[src/rtl/rv_pkg.sv]
// Shared RISC-V opcode constants and hazard sequencer state encoding.
package rv_pkg;

  localparam logic [6:0] OP_R    = 7'b0110011;
  localparam logic [6:0] OP_I    = 7'b0010011;
  localparam logic [6:0] OP_JAL  = 7'b1101111;
  localparam logic [6:0] OP_JALR = 7'b1100111;
  localparam logic [6:0] OP_BR   = 7'b1100011;
  localparam logic [6:0] OP_LD   = 7'b0000011;
  localparam logic [6:0] OP_ST   = 7'b0100011;

  localparam int unsigned FCNT_W = 3;

  typedef enum logic [1:0] {
    ST_RUN      = 2'd0,
    ST_FLUSH    = 2'd1,
    ST_MEM_WAIT = 2'd2
  } hz_state_t;

endpackage

[src/rtl/hz_perf_cnt.sv]
// Free-running wrap-around event counter; only built when PIPE_HAZARD_PERF_EN is defined.
`ifdef PIPE_HAZARD_PERF_EN
module hz_perf_cnt #(
  parameter int unsigned W = 32
) (
  input  logic         clk,
  input  logic         rst_n,
  input  logic         inc,
  output logic [W-1:0] cnt
);

  logic [W-1:0] cnt_q;
  logic [W-1:0] cnt_d;

  always_comb begin
    cnt_d = cnt_q;
    if (inc) cnt_d = cnt_q + W'(1);
  end

  always_ff @(posedge clk or negedge rst_n) begin
    if (!rst_n) cnt_q <= '0;
    else        cnt_q <= cnt_d;
  end

  assign cnt = cnt_q;

endmodule
`endif

[src/rtl/pipe_hazard_ctrl.sv]
// Hazard/stall sequencer for the 5-stage pipeline: load-use bubbles, jump flush windows, memory wait.
// Optional performance counters are enabled by defining PIPE_HAZARD_PERF_EN.
module pipe_hazard_ctrl
  import rv_pkg::*;
#(
  parameter int unsigned FLUSH_CYCLES = 2,
  parameter int unsigned CNT_W        = 32
) (
  input  logic             clk,
  input  logic             rst_n,
  input  logic [6:0]       id_op,
  input  logic [4:0]       id_rs1,
  input  logic [4:0]       id_rs2,
  input  logic [4:0]       ex_rd,
  input  logic             ex_lw_en,
  input  logic             jmp_en,
  input  logic             mem_req,
  input  logic             mem_ready,
  output logic             pc_stall,
  output logic             ifid_stall,
  output logic             ifid_flush,
  output logic             cancel,
  output logic             exmem_stall,
  output logic [CNT_W-1:0] stall_cnt,
  output logic [CNT_W-1:0] flush_cnt
);

  hz_state_t         st_q, st_d;
  logic [FCNT_W-1:0] fcnt_q, fcnt_d;

  logic uses_rs1_c, uses_rs2_c, load_use_c, mem_wait_c;
  logic pc_stall_c, ifid_stall_c, ifid_flush_c, cancel_c, exmem_stall_c;

  assign uses_rs1_c = (id_op != OP_JAL);
  assign uses_rs2_c = (id_op == OP_R) || (id_op == OP_BR) || (id_op == OP_ST);
  assign load_use_c = ex_lw_en && (ex_rd != 5'd0) &&
                      ((uses_rs1_c && (ex_rd == id_rs1)) || (uses_rs2_c && (ex_rd == id_rs2)));
  assign mem_wait_c = mem_req && !mem_ready;

  // Next state and Mealy outputs; MEM_WAIT shares RUN evaluation so the exit cycle acts as RUN.
  always_comb begin
    st_d          = st_q;
    fcnt_d        = fcnt_q;
    pc_stall_c    = 1'b0;
    ifid_stall_c  = 1'b0;
    ifid_flush_c  = 1'b0;
    cancel_c      = 1'b0;
    exmem_stall_c = 1'b0;
    case (st_q)
      ST_FLUSH: begin
        if (mem_wait_c) begin
          pc_stall_c    = 1'b1;
          ifid_stall_c  = 1'b1;
          exmem_stall_c = 1'b1;
        end else begin
          ifid_flush_c = 1'b1;
          cancel_c     = 1'b1;
          fcnt_d       = fcnt_q - FCNT_W'(1);
          if (fcnt_q == FCNT_W'(1)) st_d = ST_RUN;
        end
      end
      default: begin
        st_d = ST_RUN;
        if (mem_wait_c) begin
          pc_stall_c    = 1'b1;
          ifid_stall_c  = 1'b1;
          exmem_stall_c = 1'b1;
          st_d          = ST_MEM_WAIT;
        end else if (jmp_en) begin
          ifid_flush_c = 1'b1;
          cancel_c     = 1'b1;
          if (FLUSH_CYCLES > 1) begin
            st_d   = ST_FLUSH;
            fcnt_d = FCNT_W'(FLUSH_CYCLES - 1);
          end
        end else if (load_use_c) begin
          pc_stall_c   = 1'b1;
          ifid_stall_c = 1'b1;
          cancel_c     = 1'b1;
        end
      end
    endcase
  end

  always_ff @(posedge clk or negedge rst_n) begin
    if (!rst_n) begin
      st_q   <= ST_RUN;
      fcnt_q <= '0;
    end else begin
      st_q   <= st_d;
      fcnt_q <= fcnt_d;
    end
  end

  // Reset forces every control output low without waiting for a clock.
  assign pc_stall    = rst_n & pc_stall_c;
  assign ifid_stall  = rst_n & ifid_stall_c;
  assign ifid_flush  = rst_n & ifid_flush_c;
  assign cancel      = rst_n & cancel_c;
  assign exmem_stall = rst_n & exmem_stall_c;

`ifdef PIPE_HAZARD_PERF_EN
  hz_perf_cnt #(.W(CNT_W)) u_stall_cnt (
    .clk   (clk),
    .rst_n (rst_n),
    .inc   (pc_stall),
    .cnt   (stall_cnt)
  );

  hz_perf_cnt #(.W(CNT_W)) u_flush_cnt (
    .clk   (clk),
    .rst_n (rst_n),
    .inc   (ifid_flush),
    .cnt   (flush_cnt)
  );
`else
  assign stall_cnt = '0;
  assign flush_cnt = '0;
`endif

endmodule

[config.mk]
export PLATFORM = sky130hd
export DESIGN_NAME = pipe_hazard_ctrl
export DESIGN_NICKNAME = d
export VERILOG_FILES = /design/src/rtl/rv_pkg.sv /design/src/rtl/hz_perf_cnt.sv /design/src/rtl/pipe_hazard_ctrl.sv
export SDC_FILE = /design/constraint.sdc
export NUM_CORES = 1
export LEC_CHECK = 0
export ABC_AREA = 1
export CORE_ASPECT_RATIO = 1.4
export CORE_MARGIN = 1
export CORE_UTILIZATION = 30
export DETAILED_ROUTE_END_ITERATION = 7
export DONT_BUFFER_PORTS = 1
export PLACE_DENSITY_LB_ADDON = 0.15
export SETUP_SLACK_MARGIN = 0.4
export SLEW_MARGIN = 20
export SYNTH_ARGS = -nofsm -noshare
export SYNTH_HDL_FRONTEND = slang
export SYNTH_SLANG_ARGS = --single-unit
[constraint.sdc]
create_clock -name clk -period 1.45 [get_ports clk]
set_clock_uncertainty 0.1 [all_clocks]
set_input_delay 0.2175 -clock clk [delete_from_list [all_inputs] [get_ports clk]]
set_output_delay 0.2175 -clock clk [all_outputs]
set_load 0.02 [all_outputs]
==> results.sh <==
export IMPL_hold_ws_ns=0.103
export IMPL_clk_path_buf_depth=2
export IMPL_synth_most_common_cell="buf_4"
export IMPL_path_cells="nor2_4, nand2_2, nand2_4, inv_4, nor2_4, inv_2, nand2_4"
export IMPL_startpoint_type="flip-flop"
export IMPL_netlist_area_sq_mm=0.00107
export IMPL_synth_edf_count=0
export IMPL_finalSetupViolations=4
export IMPL_ant_nets=0
export IMPL_num_rows=25
export IMPL_drive_gt1_frac=0.250
export IMPL_dp_cells=205
export IMPL_synth_seq_cells=5
export IMPL_drv_cap=0
export IMPL_synth_ff_type="dfrtp_1"
export IMPL_post_route_util=0.334
export IMPL_antenna_cells=0
export IMPL_synthCells=165
export IMPL_nNetsFinal=211
export IMPL_critPathTopFamily="simple AND/OR/NAND/NOR gates"
export IMPL_die_area_sq_mm=0.00383
export IMPL_syn_area_per_cell_sq_um=6.51
export IMPL_critical_path_class="reg2out"
export IMPL_crit_required_ns=1.13
export IMPL_yosysWarnings=0
export IMPL_worst_slack_ns=-0.106
export IMPL_wl_microns=1910
export IMPL_drt_iter0_markers=10
export IMPL_synth_top_area_cell="buf_4"
export IMPL_async_reset_ff_frac=1.00
export IMPL_cts_made_buffers=3
export IMPL_clock_latency_ns=0.22
export IMPL_rsz0062_at_grt="true"
export IMPL_cp_slowest_cell="dfrtp_1"
export IMPL_place_ws_ns=0.0913
export IMPL_timing_rr_end="fcnt_q[2]"
export IMPL_drc=0
export IMPL_synth_top_area_share=0.454
export IMPL_grt_max_degree=6
export IMPL_wire_per_inst_microns=8.70
export IMPL_antenna_found_initial=0
export IMPL_viasPerCell=3.51
export IMPL_grtUsageTotal=0.0887
export IMPL_vias=773
export IMPL_area_growth_pct=5.94
export IMPL_fmax_ghz=0.643
export IMPL_crit_path_end_kind="output port"
export IMPL_clkTransAtPathRegs_ns=0.03
export IMPL_leakagePower_uw=0.000668
export IMPL_synth_area_leaders="buf_4 45%, dfrtp_1 12%, nand2_1 10%"
export IMPL_start_util=0.315
export IMPL_io_pins=97
export IMPL_r2r_start="st_q[1]"
export IMPL_fin_crit_ns=1.56
export IMPL_rrSetupSlack_ns=0.13
export IMPL_rr_worst_depth=8
export IMPL_die_h_microns=72.8
export IMPL_clkSinkCount=5
export IMPL_crit_buf_inv=2
export IMPL_final_cells=220
export IMPL_hp_class="in2reg"
export IMPL_finalMaxSlewViolations=0
export IMPL_worst_ep_arrival_time_ns=1.24
export IMPL_power_density_mw_per_mm2=1200
export IMPL_hold_viol_final=0
export IMPL_clock_root_buffer="clkbuf_8"
export IMPL_grt_pass1_wl_microns=2530
export IMPL_dp_hpwl_microns=1600
export IMPL_min_delay_path_depth=3
export IMPL_status="finished, violations left"
export IMPL_synth_distinct_cells=22
export IMPL_cts_htree_levels=1
export IMPL_dr_pass1_iters=4
export IMPL_violations="negative setup slack"
export IMPL_io_buffers=0
export IMPL_grt_overflow_total=0
export IMPL_seq_area_frac_synth=0.116
export IMPL_synth_commonest_cells="65 x buf_4, 29 x nand2_1, 22 x inv_1"
export IMPL_gp_congestion=0.785
export IMPL_path_max_fanout=4
export IMPL_core_sq_mm=0.00341
export IMPL_holdPathEnd="st_q[1]"
export IMPL_period_share=1.07
export IMPL_cts_tree="yes"
export IMPL_ir_drop_mv=0.823
export IMPL_hp_start="mem_ready"
export IMPL_dieWidth_microns=52.6
export IMPL_max_stage_delay_ns=0.40
export IMPL_first_global_vias=624
==> layer usage <==
layer  wire length (microns)  vias to the layer above  GRT usage
met5                       0                        -          0
met4                       0                        0     0.0351
met3                     216                        0     0.0188
met2                    1130                       56      0.176
met1                     568                      330     0.0833
li1                        -                      387          -
==> state kept, by name, indices dropped and copies added, names as in the netlist <==
register and cells:
fcnt_q 3, st_q 2
==> cells in the final DEF, fill, tap and decap left out, types with 2 or more instances in the layout <==
master	synthesis	layout
buf_4	65	8
buf_6	0	4
clkbuf_8	0	3
conb_1	1	64
dfrtp_1	5	5
inv_1	22	16
inv_2	4	7
inv_4	0	2
nand2_1	29	24
nand2_2	1	4
nand2_4	1	3
nand3_1	3	2
nor2_1	13	12
nor2_4	2	4
o21ai_2	0	2
xnor2_1	3	3
xor2_1	3	3
==> power by group <==
part | internal [uW] | leakage (uW) | switching (uW)
sequential | 189 | 0.0000627 | 30.8
clock | 188 | 0.0000228 | 62.4
combinational | 365 | 0.000583 | 529
total | 742 | 0.000668 | 622
==> cell type report <==
class	count	area, sq um
inverter	26	115
sequential	5	125
clock buffer	4	45.0
timing repair buffer	13	115
multi-input combinational	132	688
fill	400	2270
tap	40	50.0
==> worst min-delay path, cell delays in order <==
cell and delay [ns]:
nor2_4 0.03, inv_2 0.08, nor2_1 0.05
==> repair_timing <==
item,CTS,global route
setup buffers,4,6
pin swaps,7,4
hold buffers,1,0
endpoints found under the hold margin,5,0
setup endpoints to repair,8,9
gates resized for setup,12,11
==> metrics by stage <==
stage	instance area (sq um)	power [uW]	TNS, ns
final	1140	1360	-0.361
after global routing	1140	1470	-0.667
after CTS	1060	1160	-0.215
after detailed placement	931	752	0
after global placement	931	743	0
after floorplan	1350	811	0
==> worst max path at each step <==
stage             from  cells past startpoint    endpoint
2_1_floorplan  st_q[0]                      9      cancel
3_3_place_gp   st_q[0]                      8  ifid_flush
3_5_place_dp   st_q[0]                      8  ifid_flush
4_1_cts        st_q[0]                      9      cancel
5_1_grt        st_q[0]                      9      cancel
6_report       st_q[1]                      7      cancel
==> cell families (layout without fill, tap and decap cells) <==
logic type / after synthesis / count (layout) / share of synthesized area
flops: 5 / 5 / 0.116
xor+xnor: 6 / 6 / 0.0489
other cells: 1 / 64 / 0.00349
compound gates: 7 / 7 / 0.0373
simple gates: 53 / 53 / 0.226
buf+inv: 91 / 43 / 0.545
fa+ha+maj: 2 / 2 / 0.0233
Power figures use the tool's default switching activity.
